[src/rtl/motion_bbox_detector.sv]
// motion_bbox_detector: frame-difference motion detector reporting pixel count, bounding box and centre
module motion_bbox_detector #(
    parameter int WIDTH      = 160,
    parameter int HEIGHT     = 120,
    parameter int MIN_PIXELS = 16
) (
    input  logic        clk,
    input  logic        reset,
    input  logic        start,
    input  logic [7:0]  threshold,
    output logic        oe,
    output logic [14:0] rAddr,
    input  logic [7:0]  curr_frame_data,
    input  logic [7:0]  prev_frame_data,
    output logic        busy,
    output logic        done,
    output logic        motion_valid,
    output logic [14:0] motion_count,
    output logic [7:0]  x_min,
    output logic [7:0]  x_max,
    output logic [6:0]  y_min,
    output logic [6:0]  y_max,
    output logic [7:0]  center_x,
    output logic [6:0]  center_y
);
    typedef enum logic [2:0] {IDLE, SCAN, DRAIN, CALC, DONE} state_t;
    state_t      r_state, w_next;
    logic [7:0]  r_thr, r_x, r_px, r_xmin, r_xmax, w_cx;
    logic [6:0]  r_y, r_py, r_ymin, r_ymax, w_cy;
    logic [14:0] r_addr, r_cnt;
    logic [8:0]  w_diff;
    logic        r_dv, w_last, w_xwrap, w_motion, w_go, w_none;
    assign w_go     = r_state == IDLE && start;
    assign w_last   = r_addr == 15'(WIDTH * HEIGHT - 1);
    assign w_xwrap  = r_x == 8'(WIDTH - 1);
    assign w_diff   = curr_frame_data >= prev_frame_data ? {1'b0, curr_frame_data} - {1'b0, prev_frame_data}
                                                         : {1'b0, prev_frame_data} - {1'b0, curr_frame_data};
    assign w_motion = r_dv && w_diff > {1'b0, r_thr};
    assign w_none   = r_cnt == '0;
    assign w_cx     = 8'(({1'b0, r_xmin} + {1'b0, r_xmax}) >> 1);
    assign w_cy     = 7'(({1'b0, r_ymin} + {1'b0, r_ymax}) >> 1);
    assign rAddr    = r_addr;
    // state register
    always_ff @(posedge clk) begin
        if (reset) r_state <= IDLE;
        else       r_state <= w_next;
    end
    // next-state and control outputs
    always_comb begin
        w_next = r_state;
        oe     = 1'b0;
        busy   = 1'b1;
        done   = 1'b0;
        case (r_state)
            IDLE: begin
                busy = 1'b0;
                if (start) w_next = SCAN;
            end
            SCAN: begin
                oe = 1'b1;
                if (w_last) w_next = DRAIN;
            end
            DRAIN:   w_next = CALC;
            CALC:    w_next = DONE;
            DONE: begin
                done   = 1'b1;
                w_next = IDLE;
            end
            default: w_next = IDLE;
        endcase
    end
    // address generator; coordinates delayed one cycle to line up with returned pixels
    always_ff @(posedge clk) begin
        if (reset) begin
            r_addr <= '0;
            r_x    <= '0;
            r_y    <= '0;
            r_px   <= '0;
            r_py   <= '0;
            r_dv   <= 1'b0;
            r_thr  <= '0;
        end else begin
            r_dv <= r_state == SCAN;
            r_px <= r_x;
            r_py <= r_y;
            if (w_go) begin
                r_thr  <= threshold;
                r_addr <= '0;
                r_x    <= '0;
                r_y    <= '0;
            end else if (r_state == SCAN) begin
                r_addr <= w_last ? '0 : r_addr + 15'd1;
                r_x    <= w_xwrap ? '0 : r_x + 8'd1;
                r_y    <= w_last ? '0 : w_xwrap ? r_y + 7'd1 : r_y;
            end
        end
    end
    // motion accumulators: count and running bounding box
    always_ff @(posedge clk) begin
        if (reset) begin
            r_cnt  <= '0;
            r_xmin <= '0;
            r_xmax <= '0;
            r_ymin <= '0;
            r_ymax <= '0;
        end else if (w_go) begin
            r_cnt  <= '0;
            r_xmin <= '1;
            r_xmax <= '0;
            r_ymin <= '1;
            r_ymax <= '0;
        end else if (w_motion) begin
            r_cnt  <= r_cnt + 15'd1;
            r_xmin <= r_px < r_xmin ? r_px : r_xmin;
            r_xmax <= r_px > r_xmax ? r_px : r_xmax;
            r_ymin <= r_py < r_ymin ? r_py : r_ymin;
            r_ymax <= r_py > r_ymax ? r_py : r_ymax;
        end
    end
    // result registers, loaded in CALC and held until the next CALC
    always_ff @(posedge clk) begin
        if (reset) begin
            motion_count <= '0;
            motion_valid <= 1'b0;
            x_min        <= '0;
            x_max        <= '0;
            y_min        <= '0;
            y_max        <= '0;
            center_x     <= '0;
            center_y     <= '0;
        end else if (r_state == CALC) begin
            motion_count <= r_cnt;
            motion_valid <= r_cnt >= 15'(MIN_PIXELS);
            x_min        <= w_none ? '0 : r_xmin;
            x_max        <= w_none ? '0 : r_xmax;
            y_min        <= w_none ? '0 : r_ymin;
            y_max        <= w_none ? '0 : r_ymax;
            center_x     <= w_none ? '0 : w_cx;
            center_y     <= w_none ? '0 : w_cy;
        end
    end
endmodule

[config.mk]
export PLATFORM = sky130hd
export DESIGN_NAME = motion_bbox_detector
export DESIGN_NICKNAME = d
export VERILOG_FILES = /design/src/rtl/motion_bbox_detector.sv
export SDC_FILE = /design/constraint.sdc
export NUM_CORES = 1
export LEC_CHECK = 0
export BUFFER_PORTS_ARGS = -buffer_cell sky130_fd_sc_hd__buf_2
export CAP_MARGIN = 40
export CORE_AREA = 5 5 150 152
export DETAILED_ROUTE_END_ITERATION = 10
export DIE_AREA = 0 0 155 157
export MAX_ROUTING_LAYER = met4
export PLACE_DENSITY = 0.56
export SYNTH_ARGS = -nofsm -noshare
export SYNTH_HDL_FRONTEND = slang
export SYNTH_SLANG_ARGS = --single-unit
[constraint.sdc]
create_clock -name clk -period 11.3 [get_ports clk]
set_clock_uncertainty 0.15 [all_clocks]
set_input_delay 1.695 -clock clk [delete_from_list [all_inputs] [get_ports clk]]
set_output_delay 1.695 -clock clk [all_outputs]
set_load 0.02 [all_outputs]
After elaboration in Yosys (flattened, before gate mapping) --
Cells that the tools add are included.
Cells by class: shifts and indexed selects 0, order comparisons 7, muxes and demuxes 23, equality and inequality tests 8, divide/modulo/power cells 0, bitwise operators 0, $add $sub $neg 8, reductions and logical operators 15, $mul 0
Operators by type and width (count):
- 7-bit two-way mux | 8
- 8-bit two-way mux | 7
- 15-bit by 1-bit adder with 15-bit output, second input constant | 2
- 8-bit by 8-bit subtractor with 9-bit output | 2
- 15-bit == test, second input constant | 1
- 15-bit by 5-bit greater-or-equal comparator with 1-bit output, second input constant | 1
- 15-bit logical NOT | 1
- 15-bit two-way mux | 1
- 3-bit case mux with 4 select lines | 1
- 2-bit AND reduction | 6
- 8-bit by 8-bit adder with 9-bit output | 1
- 9-bit by 8-bit > comparator with 1-bit output | 1
- 9-bit two-way mux | 1
- 7-bit by 7-bit adder with 8-bit output | 1
- 8-bit by 1-bit adder with 8-bit output, second input constant | 1
- 8-bit == test, second input constant | 1
- 8-bit greater-or-equal comparator | 1
- 8-bit > comparator | 1
- 8-bit < comparator | 1
- 2-bit nonzero test | 4
- 7-bit by 1-bit adder with 7-bit output, second input constant | 1
- 7-bit > comparator | 1
- 7-bit < comparator | 1
- 3-bit by 2-bit == test with 1-bit output, second input constant | 2
- other kinds (8) | 13
Word-level totals: latch bits 0, bits in read-only memories 0, bits of input ports 27, memories 0, output and inout port bits 79, bits in writable memories 0, word-level logic and storage cells 82, bits in registers 163

Logic depth before layout (Yosys ltp) --
word-level depth 6, depth in mapped cells 20, mapped depth without buffers 16

Worst setup path before layout --
Ideal clock, no wire load.
kind input-to-reg, start input port curr_frame_data[1], end register r_ymin[5], required time 11.059 ns, slack 5.618 ns, stages 19, setup time 0.091 ns, buffers on the path 3, arrival 5.442 ns, cells stage by stage inv_1 -> ha_1 -> nor2b_1 -> o31a_1 -> o31a_1 -> nor2b_1 -> clkbuf_1 -> mux2i_1 -> a31oi_1 -> xnor2_1 -> ha_1 -> a22oi_1 -> o211ai_1 -> o221ai_1 -> a21o_1 -> buf_4 -> buf_2 -> nor4_1 -> a311oi_1
On the way: cells in the longest elaborated chain, start to end 6, elaborated cells on any way between the ends 8, classes of those cells add/sub (2); order compare (2); mux (1); reduce/logical (3)
Ends and longest elaborated chain:
- start, declared | RTL line 13 | input logic [7:0] curr_frame_data,
- 8-bit by 8-bit subtractor with 9-bit output (tied with other cells) | RTL line 37 | : {1'b0, prev_frame_data} - {1'b0, curr_frame_data};
- 9-bit two-way mux (*) | RTL line 36 | assign w_diff = curr_frame_data >= prev_frame_data ? {1'b0, curr_frame_data} - {1'b0, prev_frame_data}
- 9-bit by 8-bit > comparator with 1-bit output (*) | RTL line 38 | assign w_motion = r_dv && w_diff > {1'b0, r_thr};
- 1-bit logical AND (*) | RTL line 38
- 2-bit nonzero test (no line) (*)
- 2-bit AND reduction (no line) (*)
- end signal, assigned | RTL line 116 | r_ymin <= r_py < r_ymin ? r_py : r_ymin;
- end, declared | RTL line 29 | logic [6:0] r_y, r_py, r_ymin, r_ymax, w_cy;
Every way passes the cells marked *; elsewhere a longest branch is shown, timed or not. A chain may end at the register's enable or synchronous reset.

Worst setup path in the final report --
start input port curr_frame_data[1], end register r_xmin[6]
On the way: cells in the longest elaborated chain, start to end 6, elaborated cells on any way between the ends 8, classes of those cells add/sub (2); order compare (2); mux (1); reduce/logical (3)
Ends and longest elaborated chain:
- 8-bit by 8-bit subtractor with 9-bit output (tied with other cells) | RTL line 37
- 9-bit two-way mux (*) | RTL line 36
- 9-bit by 8-bit > comparator with 1-bit output (*) | RTL line 38
- 1-bit logical AND (*) | RTL line 38
- 2-bit nonzero test (no line) (*)
- 2-bit AND reduction (no line) (*)
- end signal, assigned | RTL line 114 | r_xmin <= r_px < r_xmin ? r_px : r_xmin;
- end, declared | RTL line 28 | logic [7:0] r_thr, r_x, r_px, r_xmin, r_xmax, w_cx;
Marked as above.

==> results.md <==
* Status: finished, final reports clean
* CTS clk-pin slew, worst paths at 0.06 ns
* Routed length per instance at 15.2 microns
* Grt ovf at 0
* Routed Antenna Nets at 0
* Die H at 157 microns
* Fin area at 9530 sq um
* Netlist cell types at 62
* Cts repair resizes at 0
* Final Hold Fails at 0
* Initial Util at 39.2%
* First-pass GRT wire length at 33700 microns
* Starting DRT DRC Count at 328
* Primary FF master, synth: dfxtp_1
* Worst Tran Pin Value at 0.807 ns
* Max rail drop VDD at 0.0996 mV
* Core area at 20900 sq um
* Worst Path Arrival at 6.31 ns
* Setup_tns at 0 ns
* NetSw at 0.353 mW
* TritonCTS clock tree: done
* CTS Hold Bufs at 0
* Peak Freq at 162 MHz
* Layout cells sized above 1 at 15.0%
* Chip Width at 155 microns
* Clock buffer depth at 2
* Number of synthesized flops with an enable pin at 0
* Startpoint types: primary input
* CP bufs+invs at 3
* Most frequent cells in the layout: dfxtp_1 (163), nor2_1 (105), buf_2 (104)
* DRC Markers at 0
* Power Density at 139 nW/um^2
* Largest net degree at the start of global routing at 61
* Post-CTS Setup Repair Bufs at 0
* Syn Area/Cell at 8.58 sq um
* Final WS setup at 5.13 ns
* Share of the synthesized area in the top cell type at 39.9%
* Dpl hpwl at 14700 microns
* Final period util at 54.6%
* Area growth from synthesis to layout at 16.5%
* Register bit total from synthesis at 163
* CP max stage delay at 0.59 ns
* CTS sink cnt at 163
* Final min period at 6.17 ns
* Final nets at 1140
* DR pass1 iterations at 4
* Power share of the clock group at 43.6%
* Gate power share at 11.3%
* Max FO, Critical Path at 34
* Vias per inst at 5.18
* Initial antenna violation count at 0
* CTS Buf Count at 17
* Delay-heaviest family, CP: compound AO/OA/AOI/OAI gates
* CP endpoint kind: flip-flop
* Syn Inst Count at 954
* Synth area leaders: dfxtp_1 (40%), ha_1 (11%), nor2_1 (4.8%)
* Vias at 6873
* H-tree depth at 4
* Leakage power total at 4.01 nW
* Synthesis Warnings at 0
* Unrepaired setup endpoints after global routing: false
* Placer Congestion at 0.879
* Asr flop ratio synth at 0%
* Die footprint at 24300 sq um
* Dpl cell area at 8950 sq um
* Sequential share of power at 45.1%
* Yosys top cell by area: dfxtp_1
* Pint at 0.973 mW
* I/O Pins at 106
* Final Setup Violations at 0
* Slowest-stage cell, CP: o221ai_1
* Drt total wl at 20200 microns
* Num rows at 53
* Port-buffer cells at 105
* Switch share at 26.6%
* Clk Latency, worst-skew pair at 0.43 ns
* Antenna Cells at 0
* CP Data Required Time at 11.44 ns
* Most common cell after layout, fill and taps aside: dfxtp_1
* Post-Syn Area at 8180 sq um
* Worst path cell trace: buf_2 > inv_1 > ha_1 > nor2b_1 > o31a_1 > o31a_1 > nor2b_1 > mux2i_1 > a31oi_1 > xnor2_1 > ha_1 > a22oi_1 > o211ai_1 > o221ai_1 > a21o_1 > buf_4 > or2_2 > a311oi_1
* Total Routing Usage GR at 17.3%
* Worst hold path class: flip-flop to flip-flop
* Syn Nets at 1055
* Root Buffer: clkbuf_16
* Worst slew margin at 45.7%
* Number of global-route vias before repair at 6661
* Fin. max-slew vios at 0
* Count of maximum capacitance violations at 0
* Crit Path Category: primary input to flip-flop
* Pre-CTS setup slack at 4.70 ns
* Post-synthesis sequential area ratio at 39.9%
## Yosys cell counts, drive strengths merged, types with 5 or more instances
cell type and n:
a22o 5, xnor2 18, clkbuf 36, nor2 105
or4 8, dfxtp 163, and2 7, a21oi 70
o211ai 6, inv 67, or3 6, nor4 18
nor3 13, a21o 15, a22oi 41, xor2 23
a211oi 8, a311oi 13, ha 70, nand3 26
mux2i 10, nand4 16, nor2b 22, o21a 11
o21ai 25, nand2 89, buf 11
## logic make-up (layout without fill, tap and decap cells)
logic type,count (synthesis),after routing,share of synthesized area [%]
simple gates,326,326,18.8
compound gates,225,225,18.6
flops,163,163,39.9
buf+inv,114,212,5.35
fa+ha+maj,74,74,11.7
xor+xnor,41,41,4.39
mux,11,11,1.36
## layout make-up
cell class	count	area, sq um
Sequential cell	163	3260
Tap cell	275	344
Inverter	67	251
Timing Repair Buffer	113	599
Multi-Input combinational cell	677	4500
Fill cell	2091	11400
Clock inverter	14	151
Clock buffer	18	429
## per-stage QoR
stage                     util, %  instances  hold WS [ns]  power (mW)
after global placement       42.7       1292         0.291       0.758
after global routing         45.6       1327         0.323        1.39
after detailed placement     42.9       1295         0.299       0.761
after CTS                    45.6       1327         0.308        1.34
after floorplan                 -        954         0.286       0.720
final                        45.6       1327         0.304        1.33
## metal layers
metal	GRT usage, %	part of all wire (%)	vias to the layer above	wire length, microns
li1	-	-	3554	-
met1	23.1	50	3181	10100
met2	27.0	45	119	9110
met3	3.41	3.8	19	775
met4	4.50	1.2	0	240
met5	-	0	-	0
## power by group through the flow
stage / logic [mW] / registers, mW / clock network, mW
after floorplan: 0.114 / 0.606 / 0
after global placement: 0.147 / 0.611 / 0
after detailed placement: 0.150 / 0.611 / 0
after CTS: 0.151 / 0.598 / 0.590
after global routing: 0.171 / 0.599 / 0.620
final: 0.150 / 0.598 / 0.578
## flip-flops by register name, indices dropped and copies added, names as in the netlist
register,cells
motion_count,15
rAddr,15
r_cnt,15
center_x,8
r_px,8
r_thr,8
r_x,8
r_xmax,8
r_xmin,8
x_max,8
x_min,8
center_y,7
r_py,7
r_y,7
r_ymax,7
r_ymin,7
y_max,7
y_min,7
r_state,3
motion_valid,1
r_dv,1
## final timing paths
check	start	end	slack, ns	cells after the start
min	center_y[6]	center_y[6]	0.30	2
max reg2reg	r_thr[4]	r_xmin[6]	8.26	9
min reg2reg	center_y[6]	center_y[6]	0.30	2
max	curr_frame_data[1]	r_xmin[6]	5.13	18
## worst reg2reg max path, delay by kind of cell (launching register included)
kind	cells	cell delay (ns)
compound gates	5	1.37
flops	1	0.34
fa+ha+maj	1	0.32
simple gates	1	0.29
buf+inv	2	0.43
(Power assumes the default switching activity.)
